$ cat src/rtl/jtag_tap_ctrl.sv
// IEEE 1149.1 TAP controller: 16-state FSM, IR, bypass and IDCODE data
// registers, and boundary-scan chain control strobes.
module jtag_tap_ctrl #(
  parameter int                  IR_WIDTH   = 4,
  parameter logic [31:0]         IDCODE_VAL = 32'h1000_0001,
  parameter logic [IR_WIDTH-1:0] IDCODE_OP  = IR_WIDTH'(4'b0001)
) (
  input  logic                tck,
  input  logic                trst_n,
  input  logic                tms,
  input  logic                tdi,
  input  logic                bsr_so,
  output logic                tdo,
  output logic                tdo_en,
  output logic [IR_WIDTH-1:0] instr,
  output logic                capture_dr,
  output logic                shift_dr,
  output logic                update_dr,
  output logic                sel_bsr,
  output logic [3:0]          tap_state
);

  typedef enum logic [3:0] {
    TLR    = 4'hF, RTI    = 4'hC,
    SEL_DR = 4'h7, CAP_DR = 4'h6, SH_DR = 4'h2, EX1_DR = 4'h1,
    PA_DR  = 4'h3, EX2_DR = 4'h0, UPD_DR = 4'h5,
    SEL_IR = 4'h4, CAP_IR = 4'hE, SH_IR = 4'hA, EX1_IR = 4'h9,
    PA_IR  = 4'hB, EX2_IR = 4'h8, UPD_IR = 4'hD
  } tap_state_e;

  // IR capture pattern: two LSBs are 01 as required by 1149.1
  localparam logic [IR_WIDTH-1:0] IR_CAPT = IR_WIDTH'(2'b01);

  tap_state_e          state, nxt;
  logic [IR_WIDTH-1:0] ir_sr;
  logic                byp_r;
  logic [31:0]         id_r;
  logic                sel_byp, sel_id;
  logic                tdo_d;

  function automatic tap_state_e next_st(input tap_state_e s, input logic m);
    case (s)
      TLR:     return m ? TLR    : RTI;
      RTI:     return m ? SEL_DR : RTI;
      SEL_DR:  return m ? SEL_IR : CAP_DR;
      CAP_DR:  return m ? EX1_DR : SH_DR;
      SH_DR:   return m ? EX1_DR : SH_DR;
      EX1_DR:  return m ? UPD_DR : PA_DR;
      PA_DR:   return m ? EX2_DR : PA_DR;
      EX2_DR:  return m ? UPD_DR : SH_DR;
      UPD_DR:  return m ? SEL_DR : RTI;
      SEL_IR:  return m ? TLR    : CAP_IR;
      CAP_IR:  return m ? EX1_IR : SH_IR;
      SH_IR:   return m ? EX1_IR : SH_IR;
      EX1_IR:  return m ? UPD_IR : PA_IR;
      PA_IR:   return m ? EX2_IR : PA_IR;
      EX2_IR:  return m ? UPD_IR : SH_IR;
      UPD_IR:  return m ? SEL_DR : RTI;
      default: return TLR;
    endcase
  endfunction

  assign nxt       = next_st(state, tms);
  assign tap_state = state;

  // DR select decode from the active instruction
  assign sel_byp = &instr;
  assign sel_id  = (instr == IDCODE_OP) && !sel_byp;
  assign sel_bsr = !sel_byp && !sel_id;

  // Boundary-cell strobes are pure state decodes, only when the chain is selected
  assign capture_dr = sel_bsr && (state == CAP_DR);
  assign shift_dr   = sel_bsr && (state == SH_DR);
  assign update_dr  = sel_bsr && (state == UPD_DR);

  // TAP state register
  always_ff @(posedge tck or negedge trst_n) begin
    if (!trst_n) state <= TLR;
    else         state <= nxt;
  end

  // IR shift/update; instr is forced to IDCODE both in TLR and on the edge
  // that enters TLR so it already reads IDCODE once TLR is reached.
  always_ff @(posedge tck or negedge trst_n) begin
    if (!trst_n) begin
      ir_sr <= IR_CAPT;
      instr <= IDCODE_OP;
    end else begin
      case (state)
        CAP_IR:  ir_sr <= IR_CAPT;
        SH_IR:   ir_sr <= {tdi, ir_sr[IR_WIDTH-1:1]};
        default: ir_sr <= ir_sr;
      endcase
      if (state == TLR || nxt == TLR) instr <= IDCODE_OP;
      else if (state == UPD_IR)       instr <= ir_sr;
    end
  end

  // Bypass and IDCODE data registers; both hold outside capture/shift
  always_ff @(posedge tck or negedge trst_n) begin
    if (!trst_n) begin
      byp_r <= 1'b0;
      id_r  <= IDCODE_VAL;
    end else if (state == CAP_DR) begin
      byp_r <= 1'b0;
      id_r  <= IDCODE_VAL;
    end else if (state == SH_DR) begin
      byp_r <= tdi;
      id_r  <= {tdi, id_r[31:1]};
    end
  end

  // Serial output mux for the current state
  always_comb begin
    tdo_d = 1'b0;
    case (state)
      SH_IR:   tdo_d = ir_sr[0];
      SH_DR:   tdo_d = sel_bsr ? bsr_so : (sel_byp ? byp_r : id_r[0]);
      default: tdo_d = 1'b0;
    endcase
  end

  // tdo/tdo_en launch on the falling edge
  always_ff @(negedge tck or negedge trst_n) begin
    if (!trst_n) begin
      tdo    <= 1'b0;
      tdo_en <= 1'b0;
    end else begin
      tdo    <= tdo_d;
      tdo_en <= (state == SH_IR) || (state == SH_DR);
    end
  end

endmodule

$ cat config.mk
export PLATFORM = sky130hd
export DESIGN_NAME = jtag_tap_ctrl
export DESIGN_NICKNAME = d
export VERILOG_FILES = /design/src/rtl/jtag_tap_ctrl.sv
export SDC_FILE = /design/constraint.sdc
export NUM_CORES = 1
export LEC_CHECK = 0
export ABC_AREA = 1
export CAP_MARGIN = 10
export CORE_UTILIZATION = 45
export CTS_BUF_LIST = sky130_fd_sc_hd__clkbuf_8
export CTS_CLUSTER_SIZE = 25
export DETAILED_ROUTE_END_ITERATION = 10
export PLACE_DENSITY = 0.65
export SYNTH_ARGS = -nofsm -noshare
export SYNTH_HDL_FRONTEND = slang
export SYNTH_SLANG_ARGS = --single-unit
$ cat constraint.sdc
create_clock -name tck -period 1.79 [get_ports tck]
set_input_delay 0.358 -clock tck [delete_from_list [all_inputs] [get_ports tck]]
set_output_delay 0.358 -clock tck [all_outputs]
set_load 0.01 [all_outputs]
### Word level (Yosys, flattened, before mapping)

Index checks and enable logic that the tools add are counted.

| word-level totals | value |
|---|---|
| register bits after elaboration | 47 |
| bits of input ports | 5 |
| output and inout port bits | 14 |
| logic and storage cells | 64 |

| cells by class | value |
|---|---|
| equal/unequal tests | 17 |
| muxes and demuxes | 23 |
| reductions and logical operators | 17 |

Operator list:

| operator | number |
|---|---|
| $mux W32 | 2 |
| $pmux W4 S12 | 1 |
| $eq A4 B4 Y1 const B | 9 |
| $eq A4 B3 Y1 const B | 4 |
| $mux W2 | 6 |
| $mux W3 | 4 |
| $mux W4 | 3 |
| $eq A4 B1 Y1 const B | 2 |
| $eq A4 B2 Y1 const B | 2 |
| $pmux W4 S2 | 1 |
| $reduce_bool A2 Y1 | 3 |
| $logic_and A1 B1 Y1 | 5 |
| $mux W1 | 5 |
| $logic_not A4 Y1 | 1 |
| $reduce_and A4 Y1 | 1 |
| $reduce_or A2 Y1 | 2 |
| $reduce_or A3 Y1 | 1 |
| $logic_not A1 Y1 | 2 |
| $logic_or A1 B1 Y1 | 2 |
| $pmux W1 S2 | 1 |

### Longest topological paths before layout

Gate-level depths: netlist (run 1).

| depth | value |
|---|---|
| depth in word-level cells | 7 |
| depth in mapped cells | 13 |
| depth with buffers taken out | 12 |

==> flow_results.org, run 1 <==
** Global route
- Residual overflow from global routing :: 0
- Pin count of the biggest net entering global routing :: 35
- In the global route stage, overall resource usage came out at 0.205.
- The number of global-route vias before repair came to 1634.
- First-pass GRT wire length :: 7.67 mm
- Initial antenna violation count :: 0

** Job
- Number of maximum-capacitance constraint violations :: 0

** Critical path
- Worst path slowest cell :: sky130_fd_sc_hd__dfstp_2
- STA puts the critical path data required time at 1040 ps.
- Walking the worst path, the cells encountered are inv_2 -> nor2_2 -> nand2_1 -> o21ai_2 -> o21ai_1 -> o2111ai_1 -> o21ai_1.
- CP Data Arrival Time :: 1420 ps
- Worst-path fanout max :: 3
- In this design, the critical path's most frequently occurring cell is sky130_fd_sc_hd__o21ai_1.
- Type of element capturing the critical path :: flop
- The setup path with the least slack is of type flop to flop.
- The worst setup path is launched from a flop.
- The largest single stage delay on the critical path is 550 ps.

** Place
- Counting tap cells, the placed design contains a total of 310 instances.
- Post-detailed-placement half-perimeter wirelength :: 2.98 mm
- Buffers placed on the I/O ports in this run total 18.
- The placed instances occupy a cell area of 2490 um2.
- Last weighted congestion value of the routability-driven placer :: 0.818

** Cells and area
- Share of cells above drive strength 1 :: 0.402
- Most frequent standard cell in the layout excluding fill and tap cells :: sky130_fd_sc_hd__inv_1
- Fin area :: 2840 um2
- Post-synthesis to final-layout area growth :: 39.2%
- The repair_antennas step left the layout with diodes totalling 0.
- The finished layout holds 333 standard cells, fillers aside.
- Final layout net count :: 285
- The library cells used most frequently in the layout, excluding fill and tap cells, are 42 x sky130_fd_sc_hd__inv_1, 37 x sky130_fd_sc_hd__buf_4, 36 x sky130_fd_sc_hd__dfrtp_1, 32 x sky130_fd_sc_hd__o22ai_1.

** Clock tree
- TritonCTS clock tree :: done
- Number of CTS-inserted buffers :: 5
- Clock transition at the registers of the reported paths :: 80 ps
- At the later pin of the worst-skew pair, clock insertion delay measures 300 ps.
- The tree is rooted in a sky130_fd_sc_hd__clkbuf_8.
- Clock net sink count :: 46
- In this run, post-CTS hold repair placed 0 buffers.
- Max H-tree Level :: 2
- No sink is reached through more buffers than the 2 on the longest clock path.

** Detailed routing
- DRC violation count after routing :: 0
- The count of nets left with antenna violations once routing finished came out at 0.
- Routed len/inst :: 13.5 um
- Count of TritonRoute iterations in the first routing pass :: 4
- In the routed layout, each cell is associated on average with a via count of 5.01.
- Across all layers, the routed design uses 1667 vias.
- Detailed-route wire length :: 4.50 mm
- In this run, the number of DRC markers left after iteration 0 of detailed routing was 114.

** Die
- Total die area :: 4800 um2
- The floorplan step set the die height to 69.3 um.
- The floorplan has 24 rows.
- Boundary Pins :: 19
- Initial core utilization :: 0.468
- Overall die width :: 69.3 um
- The region available for standard cell placement spans 4350 um2.

** STA
- Setup Total Neg Slack :: -1410 ps
- Post-route worst setup slack :: -379 ps
- Setup repair after global routing missed its margin :: yes
- Max_slew headroom :: 0.758
- Setup skew after layout :: 8.20 ps
- The count of final hold-check violations was 0.
- For the pin with the worst max-slew slack, the measured transition is 362 ps.
- Setup violations remaining at the end of the flow were counted as 8.
- The number of pins with negative max-slew slack in the final report is 0.

** Synthesis
- Synth unique cells :: 25
- The synthesized netlist occupies a cell area of 2040 um2.
- In the synthesized netlist, the number of instances is 215.
- Post-Synthesis Mean Instance Area :: 9.48 um2
- Net count after synthesis :: 220
- Yosys printed 0 warnings.
- Register bit count reported by yosys :: 46
- Portion of the post-synthesis area used by sequential elements :: 0.570

** Pwr
- Power per cell area :: 1810 nW/um2
- IR analysis of the VDD net gives a maximum drop of 1.04 mV.
- For this design the static power due to leakage is 1.39 nW.

** Status
- Result of the run :: complete, but fails checks
- The final reports fail on setup timing.

** Worst hold path
- Class of the tightest hold or removal check :: input port to async pin
per-stage QoR:
step | hold slack [ps] | setup WS, ps | power, mW | util
after floorplan | 62.4 | -299 | 2.82 | -
after global placement | 390 | -351 | 3.74 | 0.572
after detailed placement | 387 | -355 | 3.77 | 0.572
after CTS | 59.9 | -333 | 4.79 | 0.622
after global routing | 81.5 | -440 | 5.45 | 0.652
final | 49.8 | -379 | 5.13 | 0.652
path summary, 6_finish.rpt:
path | startpoint | to | slack [ps] | depth (start not counted)
min reg2reg | id_r[1] | id_r[0] | 510 | 2
min in group tck | id_r[1] | id_r[0] | 510 | 2
min | trst_n | byp_r | 50 | 2
max in group asynchronous | trst_n | tdo_en | 1010 | 1
max reg2reg | instr[0] | tdo | -380 | 7
max | instr[0] | tdo | -380 | 7
flip-flops by register name, summed over array words and instances (netlist names):
name and flops:
byp_r 1, id_r 31, instr 4, ir_sr 4
tap_state 4, tdo 1, tdo_en 1
where the power goes:
| part | switching, mW | total (mW) | internal (mW) |
|---|---|---|---|
| Clock | 0.340 | 0.790 | 0.449 |
| Combinational | 1.44 | 2.81 | 1.38 |
| Sequential | 0.171 | 1.53 | 1.35 |
layout make-up:
type | count | area, um2
Tap cell | 52 | 65.1
Fill cell | 360 | 1520
Timing Repair Buffer | 68 | 579
Clock buffer | 6 | 82.6
Inverter | 49 | 199
Multi-Input combinational cell | 110 | 717
Clock inverter | 2 | 33.8
Sequential cell | 46 | 1160
synthesized netlist by cell type:
master / number / area share
sky130_fd_sc_hd__inv_1: 43 / 0.079
sky130_fd_sc_hd__dfrtp_1: 36 / 0.44
sky130_fd_sc_hd__o22ai_1: 32 / 0.098
sky130_fd_sc_hd__nand2_1: 16 / 0.029
sky130_fd_sc_hd__nor2_1: 13 / 0.024
sky130_fd_sc_hd__nand3_1: 12 / 0.029
sky130_fd_sc_hd__dfstp_2: 8 / 0.10
sky130_fd_sc_hd__o21ai_0: 7 / 0.017
sky130_fd_sc_hd__nand2_2: 6 / 0.018
sky130_fd_sc_hd__buf_4: 5 / 0.018
sky130_fd_sc_hd__inv_2: 5 / 0.0092
sky130_fd_sc_hd__nor2_2: 5 / 0.015
sky130_fd_sc_hd__a21oi_1: 4 / 0.0098
sky130_fd_sc_hd__nand3_2: 4 / 0.020
sky130_fd_sc_hd__buf_2: 3 / 0.0074
sky130_fd_sc_hd__nand2_4: 3 / 0.017
sky130_fd_sc_hd__o21ai_1: 3 / 0.0074
sky130_fd_sc_hd__dfrtn_1: 2 / 0.025
sky130_fd_sc_hd__nor2_4: 2 / 0.011
sky130_fd_sc_hd__buf_6: 1 / 0.0055
sky130_fd_sc_hd__clkbuf_1: 1 / 0.0018
sky130_fd_sc_hd__clkinv_2: 1 / 0.0025
sky130_fd_sc_hd__nand4_1: 1 / 0.0031
sky130_fd_sc_hd__nor3_1: 1 / 0.0025
sky130_fd_sc_hd__o2111ai_1: 1 / 0.0043
repair_timing:
item / in CTS / in global routing
gates resized for setup: 36 / 27
buffers inserted: 10 / 8
gates cloned: 0 / 0
endpoints found under the setup margin: 12 / 44
endpoints found under the hold margin: 0 / 0
pin swaps: 5 / 14
kinds of logic after synthesis:
| kind of cell | count (synthesis) | share of synthesized area |
|---|---|---|
| simple gates | 63 | 0.169 |
| flops | 46 | 0.570 |
| buf+inv | 59 | 0.124 |
| compound gates | 47 | 0.137 |
metal layers:
layer  GRT usage  up-vias  share of wire  wire length, um
met3      0.0465        9          0.030              133
li1            -      822              -                -
met4      0.0726        0          0.018               79
met2       0.315       32           0.48             2180
met1       0.286      804           0.47             2100
met5           0        -              0                0
worst max-delay path, delay by kind of cell, from the launching register on:
kind / cells / cell delay, ps
AOI/OAI and AO/OA: 4 / 370
DFF: 1 / 550
and+or+nand+nor: 2 / 160
buffers and inverters: 1 / 40
(Power assumes the default switching activity.)
==> run 2, diff against run 1 <==
--- a/config.mk
+++ b/config.mk
@@ -7,11 +7,11 @@
 export LEC_CHECK = 0
 export ABC_AREA = 1
 export CAP_MARGIN = 10
-export CORE_UTILIZATION = 45
+export CORE_UTILIZATION = 40
 export CTS_BUF_LIST = sky130_fd_sc_hd__clkbuf_8
 export CTS_CLUSTER_SIZE = 25
 export DETAILED_ROUTE_END_ITERATION = 10
-export PLACE_DENSITY = 0.65
+export HOLD_SLACK_MARGIN = 0.02
 export SYNTH_ARGS = -nofsm -noshare
 export SYNTH_HDL_FRONTEND = slang
 export SYNTH_SLANG_ARGS = --single-unit
==> run 2 against run 1 <==
- the flow still finishes with violations (setup timing)
- worst setup slack improved by 20 ps
- flip-flop and latch count is the same
- critical path depth unchanged
- design area down 4.5%
- cell count rose by 0.90%
- clock power fell by 2%
- clock skew is 2.0 ps higher
- largest power group unchanged
==> flow_results.org, run 2 (synthesized netlist as in run 1, its figures left out) <==
** STA
- Number of setup violations in the final report :: 8 (unchanged)
- The headroom to the max-slew limit was 0.691 (was 0.758).
- Final max-slew violation count :: 0 (unchanged)
- The count of final hold-check violations came to 0 (unchanged).
- The final worst clock skew came to 10.2 ps (was 8.20 ps).
- Slew @ Worst Pin :: 463 ps (was 362 ps)
- The worst-case setup margin in the final layout was -359 ps (was -379 ps).
- Setup repair after global routing missed its margin :: yes (unchanged)

** Critical path
- Type of element capturing the critical path :: flop (unchanged)
- Category of the most critical setup path :: flop to flop (unchanged)
- CP Data Arrival Time :: 1390 ps (was 1420 ps)
- Critical Path Start Type :: flop (unchanged)
- The highest fanout seen on the critical path was 3 (unchanged).
- Required time of the critical path :: 1030 ps (was 1040 ps)

** Global route
- Initial antenna violation count :: 0 (unchanged)
- Pin count of the biggest net entering global routing :: 38 (was 35)
- The first-pass GRT wire length came to 6.80 mm (was 7.67 mm).
- The global router's overall resource usage came to 0.167 (was 0.205).
- Number of global-route vias before repair :: 1561 (was 1634)
- The overflow left after global routing is 0 (unchanged).

** Detailed routing
- Post-DRT Antenna Nets :: 0 (unchanged)
- Count of TritonRoute iterations in the first routing pass :: 4 (unchanged)
- The total via count after detailed routing was 1580 (was 1667).
- The final routed wire length divided by cell count came to 12.3 um (was 13.5 um).
- Detailed-route wire length :: 4.12 mm (was 4.50 mm)
- The via density per instance was 4.70 (was 5.01).
- Number of violations reported at the end of detailed-routing iteration 0 :: 83 (was 114)
- DRC violation count after routing :: 0 (unchanged)

** Die
- The die area came to 5380 um2 (was 4800 um2).
- Boundary Pins :: 19 (unchanged)
- The area of the core is 4820 um2 (was 4350 um2).
- The standard-cell row count was 25 (was 24).
- Initial core utilization :: 0.423 (was 0.468)
- Overall die width :: 73.4 um (was 69.3 um)
- The die boundary height was 73.4 um (was 69.3 um).

** Place
- Post-detailed-placement half-perimeter wirelength :: 2.76 mm (was 2.98 mm)
- Post-placement setup slack :: -360 ps (was -355 ps)
- The final estimated routing congestion in global placement is 0.735 (was 0.818).
- The instance area at placement is 2450 um2 (was 2490 um2).
- The number of I/O port buffers came to 18 (unchanged).

** Cells and area
- Antenna Cells :: 0 (unchanged)
- The area added between synthesis and finish is 33.0% (was 39.2%).
- The share of the core filled with cells in the final layout is 0.563 (was 0.652).
- Most frequent cells in the layout :: 41 x sky130_fd_sc_hd__inv_1, 36 x sky130_fd_sc_hd__dfrtp_1, 32 x sky130_fd_sc_hd__o22ai_1, 30 x sky130_fd_sc_hd__buf_4 (was 42 x sky130_fd_sc_hd__inv_1, 37 x sky130_fd_sc_hd__buf_4, 36 x sky130_fd_sc_hd__dfrtp_1, 32 x sky130_fd_sc_hd__o22ai_1)
- The fraction of final layout cells with drive strength greater than 1 is 0.357 (was 0.402).
- Fill cell count :: 441 (was 360)
- Final layout net count :: 273 (was 285)
- The register with the highest flop count was id_r (unchanged).
- Fin area :: 2710 um2 (was 2840 um2)
- The footprint of the multi-input gates came to 697 um2 (was 717 um2).
- The most common cell after layout, fill and taps aside is sky130_fd_sc_hd__inv_1 (unchanged).
- The flip-flop count of the largest register, all copies and words added is 31 (unchanged).
- Seq. cell area :: 1160 um2 (unchanged)

** Job
- The number of max-cap violations came to 0 (unchanged).

** Pwr
- The overall power after layout came to 4.66 mW (was 5.13 mW).
- The ratio of total power to cell area was 1720 nW/um2 (was 1810 nW/um2).
- Peak supply drop :: 1.27 mV (was 1.04 mV)
- The static leakage came to 1.30 nW (was 1.39 nW).

** Clock tree
- The clock root buffer master is sky130_fd_sc_hd__clkbuf_8 (unchanged).
- Clock net sink count :: 46 (unchanged)
- The total CTS buffers was 5 (unchanged).
- Number of buffers on the longest clock path :: 2 (unchanged)
- The TritonCTS clock tree is done (unchanged).
- Max H-tree Level :: 2 (unchanged)
- Later-pin clock latency in the skew report :: 300 ps (about the same)
- The register clock-pin slew on the reported worst setup and hold paths came to 80 ps (about the same).

** Status
- Result of the run :: complete, but fails checks (unchanged)
- Failing checks :: setup timing (unchanged)

** Worst hold path
- The kind of path behind the tightest hold check is input port to async pin (unchanged).
## run 2: path summary, 6_finish.rpt
path	start	end	depth (start not counted)	slack, ps
hold / removal	trst_n	instr[3]	2	450
setup / recovery	instr[0]	tdo	7	-360
hold reg to reg	id_r[29]	id_r[28]	2	510
min in group tck	id_r[29]	id_r[28]	2	510
max in group asynchronous	trst_n	tdo_en	2	330
setup reg to reg	instr[0]	tdo	7	-360
## run 2: metal layers
metal,GRT usage,vias up,share of wire
li1,-,805,-
met2,0.270,25,0.46
met1,0.223,748,0.50
met3,0.0466,2,0.028
met5,0,-,0
met4,0.0449,0,0.0061
## run 2: worst max-delay path: stages (launching register included)
cell and delay [ps]:
sky130_fd_sc_hd__dfstp_2 550, sky130_fd_sc_hd__inv_2 40, sky130_fd_sc_hd__nor2_1 80, sky130_fd_sc_hd__nand2_1 70, sky130_fd_sc_hd__o21ai_1 110, sky130_fd_sc_hd__o21ai_1 70
sky130_fd_sc_hd__o2111ai_1 70, sky130_fd_sc_hd__o21ai_1 100
## run 2: report_power, final
| part | switching, mW | internal (mW) | total, mW |
|---|---|---|---|
| Clock | 0.355 | 0.419 | 0.774 |
| Sequential | 0.177 | 1.35 | 1.53 |
| Combinational | 1.28 | 1.08 | 2.36 |
| Total | 1.81 | 2.85 | 4.66 |
## run 2: final cells by class
| cell class | count | share of cell area |
|---|---|---|
| Multi-Input combinational cell | 110 | 0.257 |
| Timing Repair Buffer | 56 | 0.171 |
| Clock inverter | 3 | 0.0162 |
| Clock buffer | 5 | 0.0254 |
| Sequential cell | 46 | 0.428 |
| Inverter | 49 | 0.0706 |
| Tap cell | 67 | 0.0309 |
## run 2: through the flow
stage	hold WS [ps]	TNS, ps	std cells
after global routing	469	-1970	336
after detailed placement	235	-1570	317
after CTS	451	-1860	332
final	452	-1420	336
after global placement	238	-1540	317
after floorplan	62.4	-598	215
## run 2: timing repair
| item | 4_1_cts | 5_1_grt |
|---|---|---|
| setup buffers | 6 | 7 |
| resized for setup | 25 | 20 |
| hold buffers | 1 | 0 |
| setup endpoints to repair | 12 | 15 |
| pin swaps | 3 | 13 |
| endpoints found under the hold margin | 6 | 0 |
